<file path="src/rtl/dmem_arbiter_pkg.sv">
// Shared definitions for the data-memory arbiter.
// Contents:
//   state_t        - arbiter FSM encoding (IDLE, ACCESS, DONE)
//   DEF_*          - default core count, address/data widths and memory latency
//   CNT_W          - width of the access down-counter (latencies up to 7 cycles)
package dmem_arbiter_pkg;

  typedef enum logic [1:0] {
    ST_IDLE   = 2'd0,
    ST_ACCESS = 2'd1,
    ST_DONE   = 2'd2
  } state_t;

  localparam int DEF_NUM_CORES = 4;
  localparam int DEF_ADDR_W    = 8;
  localparam int DEF_DATA_W    = 8;
  localparam int DEF_MEM_LAT   = 2;
  localparam int CNT_W         = 3;

endpackage

</file>
<file path="src/rtl/dmem_arbiter_rr_picker.sv">
// Combinational round-robin picker.
// Ports:
//   req       - request vector, one bit per core
//   last      - index of the previous winner; the search starts one above it
//   grant_oh  - one-hot winner (zero when no request)
//   grant_idx - binary index of the winner (zero when no request)
//   any       - at least one request is pending
module rr_picker #(
  parameter int N     = 4,
  parameter int IDX_W = 2
) (
  input  logic [N-1:0]     req,
  input  logic [IDX_W-1:0] last,
  output logic [N-1:0]     grant_oh,
  output logic [IDX_W-1:0] grant_idx,
  output logic             any
);

  logic             found;
  logic [IDX_W-1:0] idx;

  // Walk the cores starting at last+1, wrapping; the first requester wins.
  // k runs 1..N so the previous winner itself is visited last.
  always_comb begin
    grant_oh  = '0;
    grant_idx = '0;
    found     = 1'b0;
    idx       = '0;
    for (int k = 1; k <= N; k++) begin
      idx = IDX_W'((int'(last) + k) % N);
      if (!found && req[idx]) begin
        found         = 1'b1;
        grant_oh[idx] = 1'b1;
        grant_idx     = idx;
      end
    end
  end

  assign any = |req;

endmodule

</file>
<file path="src/rtl/dmem_arbiter.sv">
// Round-robin arbiter giving NUM_CORES cores access to one single-port data memory.
// Handshake: a core raises core_req (level) with core_we/core_addr/core_wdata and
// holds it; once selected, core_grant stays high through the transaction and
// core_done pulses for one cycle at the end (with core_rdata valid in that cycle).
// Request inputs are latched at selection and ignored afterwards.
// Ports:
//   clk, rst                       - clock, synchronous active-high reset
//   core_req/we/addr/wdata         - per-core request inputs (packed, core i at slot i)
//   core_grant, core_done          - one-hot owner and completion pulse
//   core_rdata                     - read data, valid while core_done is high
//   mem_en/we/addr/wdata, mem_rdata - single-port memory interface
//   dbg_state                      - current FSM state (state_t encoding)
module dmem_arbiter
  import dmem_arbiter_pkg::*;
#(
  parameter int NUM_CORES = DEF_NUM_CORES,
  parameter int ADDR_W    = DEF_ADDR_W,
  parameter int DATA_W    = DEF_DATA_W,
  parameter int MEM_LAT   = DEF_MEM_LAT
) (
  input  logic                        clk,
  input  logic                        rst,
  input  logic [NUM_CORES-1:0]        core_req,
  input  logic [NUM_CORES-1:0]        core_we,
  input  logic [NUM_CORES*ADDR_W-1:0] core_addr,
  input  logic [NUM_CORES*DATA_W-1:0] core_wdata,
  output logic [NUM_CORES-1:0]        core_grant,
  output logic [NUM_CORES-1:0]        core_done,
  output logic [DATA_W-1:0]           core_rdata,
  output logic                        mem_en,
  output logic                        mem_we,
  output logic [ADDR_W-1:0]           mem_addr,
  output logic [DATA_W-1:0]           mem_wdata,
  input  logic [DATA_W-1:0]           mem_rdata,
  output logic [1:0]                  dbg_state
);

  localparam int IDX_W = (NUM_CORES > 1) ? $clog2(NUM_CORES) : 1;

  state_t                 state_q, state_d;
  logic [CNT_W-1:0]       cnt_q, cnt_d;
  logic [IDX_W-1:0]       last_q, last_d;
  logic [NUM_CORES-1:0]   grant_q, grant_d;
  logic                   we_q, we_d;
  logic [ADDR_W-1:0]      addr_q, addr_d;
  logic [DATA_W-1:0]      wdata_q, wdata_d;
  logic [DATA_W-1:0]      rdata_q, rdata_d;

  logic [NUM_CORES-1:0]   pick_oh;
  logic [IDX_W-1:0]       pick_idx;
  logic                   pick_any;

  rr_picker #(
    .N     (NUM_CORES),
    .IDX_W (IDX_W)
  ) u_rr_picker (
    .req       (core_req),
    .last      (last_q),
    .grant_oh  (pick_oh),
    .grant_idx (pick_idx),
    .any       (pick_any)
  );

  always_comb begin
    state_d = state_q;
    cnt_d   = cnt_q;
    last_d  = last_q;
    grant_d = grant_q;
    we_d    = we_q;
    addr_d  = addr_q;
    wdata_d = wdata_q;
    rdata_d = rdata_q;
    case (state_q)
      ST_IDLE: begin
        if (pick_any) begin
          state_d = ST_ACCESS;
          cnt_d   = CNT_W'(MEM_LAT);
          last_d  = pick_idx;
          grant_d = pick_oh;
          we_d    = core_we[pick_idx];
          addr_d  = core_addr[pick_idx*ADDR_W +: ADDR_W];
          wdata_d = core_wdata[pick_idx*DATA_W +: DATA_W];
        end
      end
      ST_ACCESS: begin
        cnt_d = cnt_q - 1'b1;
        // Last access cycle: memory data is valid now, capture it for DONE.
        if (cnt_q == CNT_W'(1)) begin
          state_d = ST_DONE;
          rdata_d = we_q ? '0 : mem_rdata;
        end
      end
      ST_DONE: begin
        state_d = ST_IDLE;
        grant_d = '0;
      end
      default: begin
        state_d = ST_IDLE;
        grant_d = '0;
      end
    endcase
  end

  always_ff @(posedge clk) begin
    if (rst) begin
      state_q <= ST_IDLE;
      cnt_q   <= '0;
      last_q  <= IDX_W'(NUM_CORES - 1);
      grant_q <= '0;
      we_q    <= 1'b0;
      addr_q  <= '0;
      wdata_q <= '0;
      rdata_q <= '0;
    end else begin
      state_q <= state_d;
      cnt_q   <= cnt_d;
      last_q  <= last_d;
      grant_q <= grant_d;
      we_q    <= we_d;
      addr_q  <= addr_d;
      wdata_q <= wdata_d;
      rdata_q <= rdata_d;
    end
  end

  // Memory-side outputs are gated by mem_en so the bus is quiet outside ACCESS.
  assign mem_en     = (state_q == ST_ACCESS);
  assign mem_we     = mem_en & we_q;
  assign mem_addr   = mem_en ? addr_q : '0;
  assign mem_wdata  = mem_en ? wdata_q : '0;
  assign core_grant = grant_q;
  assign core_done  = (state_q == ST_DONE) ? grant_q : '0;
  assign core_rdata = (state_q == ST_DONE) ? rdata_q : '0;
  assign dbg_state  = state_q;

endmodule

</file>
<file path="config.mk">
export PLATFORM = sky130hd
export DESIGN_NAME = dmem_arbiter
export DESIGN_NICKNAME = d
export VERILOG_FILES = /design/src/rtl/dmem_arbiter_pkg.sv /design/src/rtl/dmem_arbiter_rr_picker.sv /design/src/rtl/dmem_arbiter.sv
export SDC_FILE = /design/constraint.sdc
export NUM_CORES = 1
export LEC_CHECK = 0
export CORE_MARGIN = 2
export CORE_UTILIZATION = 40
export DETAILED_ROUTE_END_ITERATION = 8
export DONT_BUFFER_PORTS = 1
export SYNTH_ARGS = -nofsm -noshare
export SYNTH_HDL_FRONTEND = slang
export SYNTH_SLANG_ARGS = --single-unit
</file>
<file path="constraint.sdc">
create_clock -name clk -period 6.4 [get_ports clk]
set_input_delay 1.28 -clock clk [delete_from_list [all_inputs] [get_ports clk]]
set_output_delay 1.28 -clock clk [all_outputs]
set_load 0.02 [all_outputs]
</file>
==> results.toml, run 1 <==
[floorplanning]
rows = 30
dieArea_um2 = 7827
io_pins = 118
start_util_pct = 41.78
die_y_um = 88.47
coreArea_um2 = 6832
die_x_um = 88.47

[sta]
fmax_mhz = 290.0
grt_setup_unrepaired = "no"
finalWorstSetupSlack_ns = 2.952
worstMarginPinSlew_ns = 0.9444
min_period_ns = 3.448
tns_ns = 0
clock_skew_ns = 0.007888
finalHoldViolations = 0
whs_ns = 0.4721
maxSlewViolCount = 0
period_share_pct = 53.88
slew_headroom_pct = 36.89
setup_viol_count_final = 0

[clock_tree]
cts-buffers-inserted = 5
h-tree-depth = 2
cts_hold_buffers = 0
clock_sink_count = 36
cts_tree = "done"
clock_latency_ns = 0.28
cts_buffer_depth = 2
clk_pin_slew_ns = 0.08
cts_resized = 0
clock_tree.root_cell = "clkbuf_8"
cts_setup_buffers = 0

[route]
vias_per_cell = 5.851
vias = 2399
wl_per_cell_um = 16.92
ant_nets = 0
routed_wl_um = 6937
dr.pass1.iters = 4
drt_iter0_drc = 104
drc = 0

[logic_synthesis]
synth-seq-area-share_pct = 25.25
yosys.area.top_type = "dfxtp_1"
syn-num-nets = 421
syn_inst = 329
netlist_area_um2 = 2854
synth-main-ff-cell = "dfxtp_1"
syn_avg_cell_area_um2 = 8.675
synth.top_cell.area_share_pct = 25.25
yosys_warnings = 0
ys_types = 47
ys_top_cells_by_area = "dfxtp_1, and2_1, mux2i_1"
ys_seq_elements = 36
synth-edff-count = 0
async_reset_ff_share_pct = 0

[critical_path]
cp-start-kind = "register"
arrival_ns = 3.58
cp.required_ns = 6.53
crit_path_max_fanout = 26
endpoint_kind = "register"
critPathKind = "reg -> reg"

[layout]
finalNetCount = 405
layout-drive-gt1-share_pct = 15.29
n_antenna_cell = 0
area_delta_synth_final_pct = 3.244
seq_area_um2 = 720.7
multi_input_area_um2 = 1947
fillers = 711
final_common_cell = "nor2_1"
layout_common_cells = "nor2_1, dfxtp_1, and2_1"

[run_status]
outcome = "finished, final reports clean"

[min_path]
hold_class = "reg -> reg"

[power_and_ir_drop]
ir_worst_vdd_mv = 0.1473
power.density_nw_per_um2 = 308.9
power_leakage_nw = 1.134
total_power_w = 0.0009101

[global_routing]
grt_max_degree = 36
grtUsageTotal_pct = 17.66
grt.overflow.total = 0
grt_pass1_vias = 2206
antenna_found_initial = 0
grt_pass1_wl_um = 11110

[placement]
gp_congestion = 0.7590
hpwl_um = 4976
port_buffers = 0
pre_cts_slack_ns = 2.959

[job]
max-cap-violations = 0
metrics by stage:
| step | utilization [%] | std cells | area, um^2 |
|---|---|---|---|
| finish | 43.13 | 410 | 2947 |
| detailed placement | 41.85 | 402 | 2859 |
| global route | 43.13 | 410 | 2947 |
| CTS | 43.13 | 410 | 2947 |
| global placement | 41.85 | 402 | 2859 |
| floorplan | - | 329 | 2854 |
critical path, stage by stage, from the launching register on:
cell	delay, ns
dfxtp_1	0.67
inv_1	0.26
ha_1	0.51
mux2_2	0.44
a221oi_4	0.28
buf_4	0.40
mux2_2	0.39
a32oi_1	0.23
o41ai_2	0.11
state kept, by name, summed over array words and instances (netlist names):
name,cells
wdata_q,8
rdata_q,8
addr_q,8
we_q,1
dbg_state,2
core_grant,4
last_q,2
cnt_q,3
path summary, 6_finish.rpt:
kind	startpoint	end	slack (ns)	cells after the start
worst min register to register	addr_q[4]$_SDFFE_PP0P_	addr_q[4]$_SDFFE_PP0P_	0.47	2
worst max register to register	last_q[1]$_SDFFE_PP1P_	wdata_q[5]$_SDFFE_PP0P_	2.95	8
worst min-delay path	addr_q[4]$_SDFFE_PP0P_	addr_q[4]$_SDFFE_PP0P_	0.47	2
worst max-delay path	last_q[1]$_SDFFE_PP1P_	wdata_q[5]$_SDFFE_PP0P_	2.95	8
power by group:
part / internal [W] / switching [W]
clock: 0.0000758 / 0.0000830
sequential: 0.000272 / 0.0000450
combinational: 0.000180 / 0.000254
cell usage after synthesis, drive strengths merged (2+ instances only):
master  number
nor2        41
dfxtp       36
and2        34
mux2i       22
mux2        20
buf         16
a21oi       15
nor3        15
nand2       14
clkbuf      13
ha          10
a32oi        9
nor3b        9
a221o        8
o22ai        8
o41ai        8
inv          7
o21ai        7
nand3b       6
a31oi        4
a221oi       3
nor2b        3
a21o         2
mux4         2
o211ai       2
o221ai       2
o31ai        2
layer usage:
metal	vias up	global-route usage, %	routed length (um)
li1	1174	-	-
met1	1124	24.90	3250
met2	99	27.48	3144
met3	2	4.664	526
met4	0	3.306	15
met5	-	0	0
final cells by class:
cell class / instances / area share, %
sequential: 36 / 24.46
inverter: 7 / 0.8917
timing repair buffer: 6 / 1.529
clock inverter: 3 / 0.6369
clock buffer: 5 / 2.335
multi-input combinational: 257 / 66.07
tap: 96 / 4.076
kinds of logic (layout without fill, tap and decap cells):
kind of cell    Yosys count  in the layout  synth area share, %
flops                    36             36                25.25
fa+ha+maj                10             10                4.384
mux                      44             44                17.62
xor+xnor                  1              1               0.3069
buf+inv                  36             21                6.620
simple gates            126            126                23.24
compound gates           76             76                22.58
No activity file was read; power rests on OpenSTA's default activity.
==> run 2: changes to the inputs <==
==> constraint.sdc (replaced) <==
create_clock -name clk -period 3.2 [get_ports clk]
set_input_delay 0.64 -clock clk [delete_from_list [all_inputs] [get_ports clk]]
set_output_delay 0.64 -clock clk [all_outputs]
set_load 0.02 [all_outputs]
==> run 2 against run 1 <==
Design area grew 1.7%. Register-to-register slack lost 2.6 ns. Flip-flop and latch count is the same. Non-clock buffer count grew 6. Clock skew shrank 0.0048 ns. Die area is the same. Largest power group unchanged.
==> results.toml, run 2 (synthesized netlist as in run 1, its figures left out) <==
[run_status]
outcome = "finished, final reports clean"

[critical_path]
cpPeakStageDelay_ns = 0.44
cp-start-kind = "register"
cp.required_ns = 3.36
cp_num_buf_inv = 2
crit_path_max_fanout = 26
endpoint_kind = "register"
crit_family = "multiplexers"
cp_slowest_cell = "ha_1"
arrival_ns = 2.98
path_cells = "inv_1 -> ha_1 -> mux2_2 -> a221oi_4 -> buf_4 -> mux2_2 -> a32oi_1 -> o41ai_2"
crit_path_frequent_cell = "mux2_2"
critPathKind = "reg -> reg"

[power_and_ir_drop]
power_leakage_nw = 1.159
ir_worst_vdd_mv = 0.2951
power.density_nw_per_um2 = 616.4

[placement]
gp_congestion = 0.8135
hpwl_um = 5008
pre_cts_slack_ns = 0.3975
dp_cells = 408
port_buffers = 0

[layout]
layout_common_cells = "nor2_1, dfxtp_1, and2_1"
reg_top3 = "addr_q (8), rdata_q (8), wdata_q (8)"
finalNetCount = 411
final_common_cell = "nor2_1"
finalNonFillerCells = 416
area_delta_synth_final_pct = 5.042
layout-drive-gt1-share_pct = 16.56
fillers = 704
n_antenna_cell = 0

[floorplanning]
io_pins = 118
die_y_um = 88.47
coreArea_um2 = 6832
start_util_pct = 41.78
die_x_um = 88.47
rows = 30
dieArea_um2 = 7827

[sta]
min_period_ns = 2.819
maxSlewViolCount = 0
worstMarginPinSlew_ns = 0.8715
whs_ns = 0.4126
finalHoldViolations = 0
grt_setup_unrepaired = "no"
slew_headroom_pct = 41.90
clock_skew_ns = 0.003040
fmax_mhz = 354.8
setup_viol_count_final = 0
tns_ns = 0
finalWorstSetupSlack_ns = 0.3813
period_share_pct = 88.08

[route]
drc = 0
dr.pass1.iters = 4
vias_per_cell = 5.825
routed_wl_um = 6993
vias = 2423
drt_iter0_drc = 114
wl_per_cell_um = 16.81
ant_nets = 0

[clock_tree]
cts-buffers-inserted = 5
clock_latency_ns = 0.28
clk_pin_slew_ns = 0.07
cts_resized = 0
cts_tree = "done"
h-tree-depth = 2
clock_sink_count = 36
cts_buffer_depth = 2
cts_hold_buffers = 0
clock_tree.root_cell = "clkbuf_8"
cts_setup_buffers = 0

[job]
max-cap-violations = 0

[global_routing]
grt_max_degree = 36
grt_pass1_vias = 2280
grtUsageTotal_pct = 17.24
grt.overflow.total = 0
grt_pass1_wl_um = 10830
antenna_found_initial = 0

[min_path]
hold_class = "in -> reg"
-- run 2: changes by cell type in the layout (fill, tap and decap cells not counted), sizes merged --
cell	delta
clkinv	-3
clkinvlp	+1
buf	+6
clkbuf	+2
-- run 2: cell type report --
class                   count  area (um^2)  share of cell area [%]
multi-input cells         257         1947                   64.94
inverters                   7        26.28                  0.8765
flip-flops and latches     36        720.7                   24.04
clock buffers               7        86.33                   2.880
well taps                  96        120.1                   4.007
clock inverters             1        7.507                  0.2504
repair buffers             12        90.09                   3.005
-- run 2: worst paths after layout --
path,from,end,slack [ns],depth (start not counted)
max,last_q[1]$_SDFFE_PP1P_,wdata_q[0]$_SDFFE_PP0P_,0.38,8
min,rst,core_grant[0]$_SDFFE_PP0P_,0.41,1
max reg2reg,last_q[1]$_SDFFE_PP1P_,wdata_q[0]$_SDFFE_PP0P_,0.38,8
min reg2reg,addr_q[3]$_SDFFE_PP0P_,addr_q[3]$_SDFFE_PP0P_,0.47,2
-- run 2: per-layer routing --
layer  vias up  share of wire (%)  global-route usage, %
li1       1184                  -                      -
met1      1136                 45                  22.27
met2        94                 46                  27.82
met3         9                7.6                  5.317
met4         0                1.1                  4.959
met5         -                  0                      0
-- run 2: stage by stage --
step                      area (um^2)  utilization, %  total power [W]
after floorplan                  2854               -         0.001422
after global placement           2904           42.51         0.001510
after detailed placement         2904           42.51         0.001525
after CTS                        2998           43.88         0.001868
after global routing             2998           43.88         0.001976
final                            2998           43.88         0.001848
-- run 2: power breakdown --
| group | internal (W) | switching, W | total, W |
|---|---|---|---|
| registers | 0.000545 | 0.0000779 | 0.000623 |
| logic | 0.000373 | 0.000517 | 0.000890 |
| clock network | 0.000175 | 0.000160 | 0.000335 |
| total | 0.00109 | 0.000755 | 0.00185 |
